<file path="src/rtl/systolic_sequencer.sv">
// Command sequencer for a LANES-wide systolic array: streams weight and data
// rows, buffers result rows in a 4-deep FIFO and supervises completion.
module systolic_sequencer #(
   parameter int LANES = 16,
   parameter int DW    = 8,
   parameter int RW    = 16,
   parameter int TMO   = 1023
) (
   input  logic                  clk,
   input  logic                  rst,
   input  logic                  cmd_valid,
   output logic                  cmd_ready,
   input  logic [1:0]            cmd_op,
   input  logic [3:0]            cmd_rows,
   input  logic [3:0]            cmd_cols,
   input  logic                  in_valid,
   output logic                  in_ready,
   input  logic [LANES*DW-1:0]   in_row,
   output logic                  sa_start,
   output logic [1:0]            sa_operation,
   output logic [3:0]            sa_rows,
   output logic [3:0]            sa_cols,
   output logic [LANES*DW-1:0]   sa_weight,
   output logic                  sa_weight_valid,
   output logic [LANES*DW-1:0]   sa_data,
   output logic                  sa_data_valid,
   input  logic [LANES*RW-1:0]   sa_result,
   input  logic                  sa_result_valid,
   input  logic                  sa_done,
   output logic                  res_valid,
   input  logic                  res_ready,
   output logic [LANES*RW-1:0]   res_row,
   output logic [3:0]            res_index,
   output logic                  busy,
   output logic                  done,
   output logic                  cmd_err,
   output logic                  err_overflow,
   output logic                  err_timeout
);

   localparam logic [2:0] S_IDLE    = 3'd0;
   localparam logic [2:0] S_START   = 3'd1;
   localparam logic [2:0] S_LOAD_W  = 3'd2;
   localparam logic [2:0] S_FEED_D  = 3'd3;
   localparam logic [2:0] S_COLLECT = 3'd4;
   localparam logic [2:0] S_DONE    = 3'd5;

   // Timeout counter only has to reach TMO-1.
   localparam int TW = (TMO < 2) ? 1 : $clog2(TMO);

   logic [2:0]          state;
   logic [1:0]          op_q;
   logic [3:0]          rows_q;
   logic [3:0]          cols_q;
   logic [3:0]          beat_cnt;
   logic                done_seen;
   logic [TW-1:0]       tmo_cnt;

   logic [LANES*RW-1:0] fifo_row [4];
   logic [3:0]          fifo_idx [4];
   logic [1:0]          wr_ptr;
   logic [1:0]          rd_ptr;
   logic [2:0]          fifo_cnt;
   logic [3:0]          idx_cnt;

   logic cmd_bad, cmd_start, beat, last_beat, collecting;
   logic push_req, push, pop, full;

   assign cmd_bad    = (cmd_op >= 2'd2) || (cmd_rows == 4'd0) || (cmd_cols == 4'd0);
   assign cmd_start  = (state == S_IDLE) && cmd_valid && !cmd_bad;
   assign beat       = in_valid && in_ready;
   assign last_beat  = beat && (beat_cnt == rows_q - 4'd1);
   assign collecting = (state != S_IDLE) && (state != S_DONE);

   assign full     = (fifo_cnt == 3'd4);
   assign pop      = res_ready && res_valid;
   assign push_req = collecting && sa_result_valid;
   assign push     = push_req && (!full || pop);

   assign cmd_ready    = (state == S_IDLE);
   assign busy         = (state != S_IDLE);
   assign in_ready     = (state == S_LOAD_W) || (state == S_FEED_D);
   assign sa_start     = (state == S_START);
   assign done         = (state == S_DONE);
   assign sa_operation = busy ? op_q   : 2'd0;
   assign sa_rows      = busy ? rows_q : 4'd0;
   assign sa_cols      = busy ? cols_q : 4'd0;

   assign res_valid = (fifo_cnt != 3'd0);
   assign res_row   = res_valid ? fifo_row[rd_ptr] : '0;
   assign res_index = res_valid ? fifo_idx[rd_ptr] : 4'd0;

   always_ff @(posedge clk) begin
      if (rst) begin
         state           <= S_IDLE;
         op_q            <= 2'd0;
         rows_q          <= 4'd0;
         cols_q          <= 4'd0;
         beat_cnt        <= 4'd0;
         done_seen       <= 1'b0;
         tmo_cnt         <= '0;
         sa_weight       <= '0;
         sa_weight_valid <= 1'b0;
         sa_data         <= '0;
         sa_data_valid   <= 1'b0;
         cmd_err         <= 1'b0;
         err_timeout     <= 1'b0;
      end else begin
         // NOTE: pulse outputs default low each cycle; the case below only raises them.
         sa_weight_valid <= 1'b0;
         sa_data_valid   <= 1'b0;
         cmd_err         <= 1'b0;
         case (state)
            S_IDLE: begin
               if (cmd_valid && cmd_bad) begin
                  cmd_err <= 1'b1;
               end else if (cmd_valid) begin
                  op_q        <= cmd_op;
                  rows_q      <= cmd_rows;
                  cols_q      <= cmd_cols;
                  beat_cnt    <= 4'd0;
                  done_seen   <= 1'b0;
                  err_timeout <= 1'b0;
                  state       <= S_START;
               end
            end
            S_START: state <= S_LOAD_W;
            S_LOAD_W: begin
               if (beat) begin
                  sa_weight       <= in_row;
                  sa_weight_valid <= 1'b1;
                  beat_cnt        <= last_beat ? 4'd0 : beat_cnt + 4'd1;
                  if (last_beat) state <= S_FEED_D;
               end
            end
            S_FEED_D: begin
               if (beat) begin
                  sa_data       <= in_row;
                  sa_data_valid <= 1'b1;
                  beat_cnt      <= last_beat ? 4'd0 : beat_cnt + 4'd1;
                  if (last_beat) begin
                     tmo_cnt <= '0;
                     state   <= S_COLLECT;
                  end
               end
            end
            S_COLLECT: begin
               if (sa_done || done_seen) begin
                  state <= S_DONE;
               end else if (tmo_cnt == TW'(TMO - 1)) begin
                  err_timeout <= 1'b1;
                  state       <= S_IDLE;
               end else begin
                  tmo_cnt <= tmo_cnt + TW'(1);
               end
            end
            S_DONE:  state <= S_IDLE;
            default: state <= S_IDLE;
         endcase
         // An early done from the array is remembered until COLLECT can act on it.
         if (sa_done && (state == S_START || state == S_LOAD_W || state == S_FEED_D))
            done_seen <= 1'b1;
      end
   end

   always_ff @(posedge clk) begin
      if (rst || cmd_start) begin
         wr_ptr       <= 2'd0;
         rd_ptr       <= 2'd0;
         fifo_cnt     <= 3'd0;
         idx_cnt      <= 4'd0;
         err_overflow <= 1'b0;
      end else begin
         if (push) begin
            wr_ptr  <= wr_ptr + 2'd1;
            idx_cnt <= idx_cnt + 4'd1;
         end
         if (pop) rd_ptr <= rd_ptr + 2'd1;
         if (push_req && !push) err_overflow <= 1'b1;
         if (push && !pop)      fifo_cnt <= fifo_cnt + 3'd1;
         else if (pop && !push) fifo_cnt <= fifo_cnt - 3'd1;
      end
   end

   // NOTE: FIFO storage is not reset; res_valid gates every read of it.
   always_ff @(posedge clk) begin
      if (push) begin
         fifo_row[wr_ptr] <= sa_result;
         fifo_idx[wr_ptr] <= idx_cnt;
      end
   end

endmodule

</file>
<file path="config.mk">
export PLATFORM = sky130hd
export DESIGN_NAME = systolic_sequencer
export DESIGN_NICKNAME = d
export VERILOG_FILES = /design/src/rtl/systolic_sequencer.sv
export SDC_FILE = /design/constraint.sdc
export NUM_CORES = 1
export LEC_CHECK = 0
export ABC_AREA = 1
export CAP_MARGIN = 10
export CORE_UTILIZATION = 30
export DETAILED_ROUTE_END_ITERATION = 8
export HOLD_SLACK_MARGIN = 0.05
export MAX_ROUTING_LAYER = met4
export SETUP_SLACK_MARGIN = 0.02
export SKIP_LAST_GASP = 1
export SYNTH_ARGS = -nofsm -noshare
export SYNTH_HDL_FRONTEND = slang
export SYNTH_SLANG_ARGS = --single-unit
</file>
<file path="constraint.sdc">
create_clock -name clk -period 16.29 [get_ports clk]
set_clock_uncertainty 0.15 [all_clocks]
set_input_delay 1.629 -clock clk [delete_from_list [all_inputs] [get_ports clk]]
set_output_delay 1.629 -clock clk [all_outputs]
set_load 0.1 [all_outputs]
</file>
==> impl_summary.md, run 1 <==
Synth
A synthesized cell averages between 10 and 15 um2. The post-synthesis cell type with the largest combined area is sky130_fd_sc_hd__edfxtp_1. The sequential share of the synthesized area is 0.723. The synthesized area is approximately 52000 um2.

The synthesized netlist contains 34 unique library cells. The yosys synthesis warning count is 0. The number of cells produced by synthesis is 4568.

In this run, synthesis produced a sequential element count of 1342. Yosys attributes the largest share of cell area to sky130_fd_sc_hd__edfxtp_1, sky130_fd_sc_hd__dfxtp_1, sky130_fd_sc_hd__nor2_1. The share of synthesized area in the top cell type comes to 0.606.

The number of nets handed over by synthesis was 4980.

Power
The maximum vdd drop is 0.000188 V. The analysis attributes to cell leakage a power of between 20 and 25 nW. For this design the ratio of total power to cell area is 214 nW/um2. The total power is 0.0144 W.

Clock network
Buffers inserted to repair hold after CTS numbered 0. TritonCTS built the clock tree. The H-tree generated during clock tree synthesis spans 4 levels. Clock-pin slew was measured on the worst setup and hold paths at roughly 60 ps. Clock tree synthesis selected as its root buffer the cell sky130_fd_sc_hd__clkbuf_16. The clock drives 1342 sinks. The number of clock buffers added by TritonCTS is 148. In this run the deepest clock path goes through 3 buffers.

At the later pin of the worst-skew pair, clock insertion delay measures approximately 780 ps. The number of setup buffers added after CTS is 0. After clock tree synthesis, the repair step resized 0 gates.

Critical path
The endpoint of the lowest-slack register-to-register path is fifo_row[1][116]. In this run the register-to-register setup slack is 11050 ps. The element type at the critical path end is an output port. At the worst endpoint, the required time is approximately 15000 ps.

The number of cells on the worst reg-to-reg path is 8. The worst endpoint data arrival time is 6880 ps. STA classifies the critical path startpoint as a flop.

The classification of the worst setup path is reg2out. The startpoint identified for the worst register-to-register timing path is state[1]. The biggest fanout along the worst timing path is 90.

Min path
The hold path startpoint is op_q[1]. The path with the worst hold slack has its endpoint at op_q[1]. The worst hold path depth is 2. The worst min-delay path category is reg2reg.

Place
The routability-driven placement congestion ratio is 0.844. The count of buffers added on input and output ports is approximately 940. The HPWL after detailed placement is 101000 um.

Detailed routing
The routed design has about 160000 um of wire. The via count normalized by instance count is around 4.8. The first TritonRoute pass finished after 5 iterations. After detailed routing, the number of remaining DRC violations is 0. The iteration-0 DRC count of the detailed router is 2616. The wire length per cell is 20.9 um. In this run the remaining antenna-violating nets after routing total 0. The routed layout has approximately 37000 vias.

Status
The flow ran to the end, and the final reports show no timing, DRC or antenna violations.

Global routing
The global routing usage summed across all routing layers is 0.184. For met3 alone, demand over resource in global routing was 0.0550. The via count of the first global-routing pass is ~35000. The global routing met1 resource utilization is 0.197. The first global-routing pass estimated 234000 um of wire. The number of antenna violations at the first check in global routing came to 34. Global routing finished with a remaining overflow of 0.

For met2 alone, demand over resource in global routing was 0.312. After global routing, the most crowded layer is met2. The largest net degree at the start of global routing is 168.

Floorplanning
For this configuration, the core starts out at a cell density of 0.303. The horizontal extent of the die is 416 um. The placeable core area is 170000 um2. The floorplan step defined a die boundary enclosing around 170000 um2. The die span in y is 416 um.

The floorplan has 151 rows. The count of pins on the block boundary is 938.

Finish
Of the cells placed in the final design, the portion with a size suffix greater than 1 is 0.0541. Leaving out fill and tap cells, the most frequent cell in the layout is sky130_fd_sc_hd__nor2_1. The number of fill cells is around 16000. The final net count is about 5800. In the layout the commonest cells are sky130_fd_sc_hd__nor2_1, sky130_fd_sc_hd__edfxtp_1, sky130_fd_sc_hd__clkdlybuf4s50_1, sky130_fd_sc_hd__a21oi_1, sky130_fd_sc_hd__o21ai_0. From synthesis to final layout, the design area changed by 31.2%.

STA
The achievable frequency is about 0.12 GHz. After routing, the total negative slack on setup checks comes to 0 ps. The relative slew slack is 0.146. Setup repair after global routing left no endpoint under its margin. Subtracting the final worst setup slack from the clock period gives 8660 ps. Dividing the final minimum period by the clock period gives 0.532. Setup violations remaining at the end of the flow were counted as 0. The hold violation count in the final report is 0. The number of pins with negative max-slew slack in the final report was 0.

The actual transition at the worst max-transition pin is 1280 ps.

Job
The tool flagged a number of max-cap violations equal to 0.
## flip-flops by register name (all words and copies together), names as in the netlist, named ones only
register,count
beat_cnt,4
cmd_err,1
cols_q,4
done_seen,1
err_overflow,1
err_timeout,1
fifo_cnt,3
fifo_idx,16
fifo_row,1024
idx_cnt,4
op_q,2
rd_ptr,2
rows_q,4
sa_data,128
sa_data_valid,1
sa_weight,128
sa_weight_valid,1
state,3
tmo_cnt,10
wr_ptr,2
## how the worst max path moves through the flow
stage                                 to      start  depth (start not counted)  slack, ps
after floorplan           fifo_idx[0][0]  res_ready                          4       2500
after global placement      res_row[100]       flop                          9       8440
after detailed placement    res_row[100]       flop                          9       8430
after CTS                   res_row[100]       flop                          9       7530
after global routing        res_row[100]       flop                          9       7250
final                       res_row[100]       flop                          9       7630
## critical path: stages, from the launching register on
cell	delay [ps]
sky130_fd_sc_hd__dfxtp_4	840
sky130_fd_sc_hd__buf_4	770
sky130_fd_sc_hd__buf_4	780
sky130_fd_sc_hd__buf_4	690
sky130_fd_sc_hd__buf_4	860
sky130_fd_sc_hd__nor2_1	120
sky130_fd_sc_hd__nor2_1	110
sky130_fd_sc_hd__o21ai_0	100
sky130_fd_sc_hd__a21oi_1	280
sky130_fd_sc_hd__clkdlybuf4s50_1	1270
## synthesized netlist by cell type
cell type                     n
sky130_fd_sc_hd__a211oi_1     1
sky130_fd_sc_hd__a21oi_1    542
sky130_fd_sc_hd__a41oi_1      1
sky130_fd_sc_hd__and3_1       1
sky130_fd_sc_hd__buf_1       28
sky130_fd_sc_hd__buf_2       89
sky130_fd_sc_hd__buf_6        1
sky130_fd_sc_hd__buf_8        1
sky130_fd_sc_hd__clkbuf_1   204
sky130_fd_sc_hd__dfxtp_1    302
sky130_fd_sc_hd__edfxtp_1  1040
sky130_fd_sc_hd__fa_1         1
sky130_fd_sc_hd__ha_1        10
sky130_fd_sc_hd__inv_1       43
sky130_fd_sc_hd__inv_2        9
sky130_fd_sc_hd__nand2_1    335
sky130_fd_sc_hd__nand2_2      3
sky130_fd_sc_hd__nand2_4      4
sky130_fd_sc_hd__nand3_1    275
sky130_fd_sc_hd__nand3_2      2
sky130_fd_sc_hd__nand3_4      1
sky130_fd_sc_hd__nand3b_1     1
sky130_fd_sc_hd__nand4_1     11
sky130_fd_sc_hd__nand4_4      1
sky130_fd_sc_hd__nor2_1    1105
sky130_fd_sc_hd__nor2_2       2
sky130_fd_sc_hd__nor2_4       2
sky130_fd_sc_hd__nor3_1       4
sky130_fd_sc_hd__nor3b_1      4
sky130_fd_sc_hd__o21ai_0    532
sky130_fd_sc_hd__o21ai_1      2
sky130_fd_sc_hd__or2_2        1
sky130_fd_sc_hd__xnor2_1      4
sky130_fd_sc_hd__xor2_1       6
## area by class of cell
class / instances / area [um2] / area share
Inverter: 52 / 223 / 0.00330
Clock buffer: 184 / 3900 / 0.0577
Tap cell: 2218 / 2780 / 0.0411
Timing Repair Buffer: 980 / 9750 / 0.144
Sequential cell: 1342 / 37300 / 0.552
Multi-Input combinational cell: 2851 / 12800 / 0.189
Antenna cell: 31 / 77.6 / 0.00115
Clock inverter: 82 / 810 / 0.0120
## logic make-up (layout without fill, tap and decap cells)
family          after synthesis  after routing  synth area share
simple gates               1752           1752             0.137
flops                      1342           1342             0.723
compound gates             1078           1078             0.105
buf+inv                     375           1298            0.0298
fa+ha+maj                    11             11           0.00282
xor+xnor                     10             10           0.00170
other cells                   0             31                 0
## per-stage QoR
step	worst slack [ps]	hold slack, ps	util	instance area, um2	cells
6_report	7630	285	0.397	67600	7740
5_1_grt	7250	304	0.397	67600	7740
4_1_cts	7530	289	0.397	67500	7709
3_5_place_dp	8430	280	0.369	62800	7443
3_3_place_gp	8440	276	0.369	62800	7443
2_1_floorplan	2500	266	-	51500	4568
## routing by layer
metal,vias to the layer above,routed length (um)
met5,-,0
met4,0,7190
met3,240,12100
met2,1195,82200
met1,18180,60400
li1,17670,-
## power by group
part           total, W  leakage (nW)  switching [W]  internal (W)
registers       0.00424          11.9       0.000123       0.00412
logic           0.00694          8.00        0.00562       0.00132
clock network   0.00325          2.28        0.00139       0.00186
No activity file was read; power rests on OpenSTA's default activity.
==> run 2, diff against run 1 <==
==> constraint.sdc (replaced) <==
create_clock -name clk -period 8.95 [get_ports clk]
set_clock_uncertainty 0.15 [all_clocks]
set_input_delay 0.895 -clock clk [delete_from_list [all_inputs] [get_ports clk]]
set_output_delay 0.895 -clock clk [all_outputs]
set_load 0.1 [all_outputs]
==> impl_summary.md, run 2 (synthesized netlist as in run 1, its figures left out) <==
STA
At the pin with the least slew margin, the transition time is 1340 ps. The final hold slack is a little under 300 ps. Measured against its own limit, the worst slew margin works out to 0.107. The final period utilization is 0.706. The hold violation count in the final report is 0. Setup repair after global routing left no endpoint under its margin. Static timing analysis puts the maximum clock frequency at approximately 0.16 GHz.

The setup slack of the critical path after layout is 2630 ps. The minimum period implied by the final worst setup slack is 6320 ps. The number of pins with negative max-slew slack in the final report is 0.

Setup violations remaining at the end of the flow were counted as 0.

Critical path
The worst setup path is captured at an output port. The worst setup path is of the reg2out kind. The required arrival time at the worst endpoint is 7910 ps. Of all nets on the critical path, the largest fanout is 202. The worst setup path is launched from a flop.

The worst endpoint data arrival time is 5270 ps.

Floorplanning
The count of pins on the block boundary is ~940. The starting density of the core is 0.303. The placeable core area is 170000 um2. The die span in y is between 400 and 500 um. The floorplan has ~150 rows.

The horizontal extent of the die is 416 um. The die outline area is 173000 um2.

Power
The power density of the placed cells is about 400 nW/um2. Of the total power, the clock network draws 0.226. The switching part of the total is 0.494. The share of total power dissipated in combinational logic is 0.482. The fraction of power consumed by sequential logic is 0.293. The switching power total is 0.0130 W. Cell internal power was estimated by the tool at 0.0133 W. The maximum vdd drop is 0.000549 V. In this run the static leakage power is 22.2 nW.

Finish
The net count of the finished layout is 5776. The register with the most flip-flops in the layout has 1024 of them. fifo_row holds more flip-flops than any other register. The sequential cells in the finished layout cover a total of ~37000 um2.

The largest registers in the layout are fifo_row x1024, sa_data x128, sa_weight x128. The library cell used most frequently in the layout, excluding fill and tap cells, is sky130_fd_sc_hd__nor2_1. The share of cells above drive strength 1 is 0.0522. After routing the design area is just under 70000 um2.

In the layout the commonest cells are sky130_fd_sc_hd__nor2_1, sky130_fd_sc_hd__edfxtp_1, sky130_fd_sc_hd__clkdlybuf4s50_1, sky130_fd_sc_hd__a21oi_1, sky130_fd_sc_hd__o21ai_0. The multi-input combinational cells in the finished layout cover a total of approximately 13000 um2. The number of fill cells is 16165. The area growth from synthesis to layout is 31.3%.

Place
The HPWL after detailed placement is 100000 um. The congestion estimate from routability-driven global placement came to 0.852. At the placement stage, the worst setup path has a slack of approximately 3600 ps.

The number of buffer cells added on primary ports is 937. The placed instances occupy a cell area of 62800 um2.

Detailed routing
The wire length per cell is about 21 um. The iteration count of the initial detailed-routing pass is 5. The number of design rule violations left after detail routing is 0. In this run the remaining antenna-violating nets after routing total 0.

The total length of routed wires is approximately 160000 um. The iteration-0 DRC count of the detailed router is 2703. Dividing the detail-routed via count by the number of cells gives 4.82. For this block, the via count after detailed routing is 37301.

Global routing
The global routing usage summed across all routing layers is 0.185. The number of antenna violations at the first check in global routing is 40. The total overflow left after global routing is 0.

Entering global routing, the biggest net connects 247 pins. The first global-routing pass estimated approximately 230000 um of wire. The via count of the first global-routing pass is 35642.

Clock network
CTS saw 1342 sinks. After clock tree synthesis, the clock-pin slew on the worst setup and hold paths is 60 ps. The buffer type at the clock tree root is sky130_fd_sc_hd__clkbuf_16.

The maximum count of clock buffers along a single path is 3. The clock tree from TritonCTS is yes. The clock reaches the later pin of the worst-skew pair after 780 ps. The number of clock buffers added by TritonCTS is 147. The number of gates resized after CTS was 0. In this run the post-CTS setup repair buffer count came out at 0. The clock tree synthesis step divided the H-tree into 4 levels. Buffers inserted to repair hold after CTS numbered 0.

Job
Across the run, the number of max-cap violations was 0.

Status
The flow ran to the end, and the final reports show no timing, DRC or antenna violations.

Min path
The worst min-delay path category is reg2reg.
[run 2: cell types whose count changed in the layout (fill, tap and decap cells not counted), sizes merged]
cell           change
buf                -7
clkinvlp           -4
diode              +4
clkdlybuf4s50      -3
bufinv             +2
clkinv             +2
inv                -2
[run 2: path summary, 6_finish.rpt]
check	cells past startpoint	slack [ps]	end	from
setup reg to reg	6	5080	fifo_row[3][130]	state[1]
hold reg to reg	2	290	op_q[1]	op_q[1]
setup / recovery	7	2630	res_row[97]	flop
hold / removal	2	290	op_q[1]	op_q[1]
[run 2: final cells by class]
cell class / count / area share
sequential: 1342 / 0.551
multi-input combinational: 2851 / 0.189
timing repair buffer: 970 / 0.145
clock buffer: 184 / 0.0575
tap: 2218 / 0.0410
clock inverter: 80 / 0.0124
inverter: 52 / 0.00329
antenna: 35 / 0.00129
[run 2: per-layer routing]
metal  part of all wire  track usage  up-vias
met5                  0            -        -
met4              0.039       0.0754        0
met3              0.067       0.0494      258
met2               0.51        0.314     1186
met1               0.38        0.204    18230
li1                   -            -    17627
[run 2: critical path, cell delays in order (launching register included)]
cell,delay (ps)
sky130_fd_sc_hd__dfxtp_4,730
sky130_fd_sc_hd__buf_12,600
sky130_fd_sc_hd__buf_4,860
sky130_fd_sc_hd__nor2_1,110
sky130_fd_sc_hd__nor2_1,110
sky130_fd_sc_hd__o21ai_0,90
sky130_fd_sc_hd__a21oi_1,270
sky130_fd_sc_hd__clkdlybuf4s50_1,1200
[run 2: power groups by stage]
stage	sequential [W]	combinational [W]	clock [W]
floorplan	0.00864	0.00871	0
global placement	0.00781	0.0127	0
detailed placement	0.00783	0.0127	0
CTS	0.00770	0.0128	0.00607
global route	0.00776	0.0132	0.00630
finish	0.00770	0.0127	0.00594
[run 2: per-stage QoR]
step	setup TNS [ps]	std cells	total power [W]	util
5_1_grt	0	7732	0.0272	0.398
6_report	0	7732	0.0263	0.398
2_1_floorplan	-4271640	4568	0.0173	-
3_5_place_dp	0	7433	0.0206	0.369
3_3_place_gp	0	7433	0.0206	0.369
4_1_cts	0	7697	0.0266	0.397
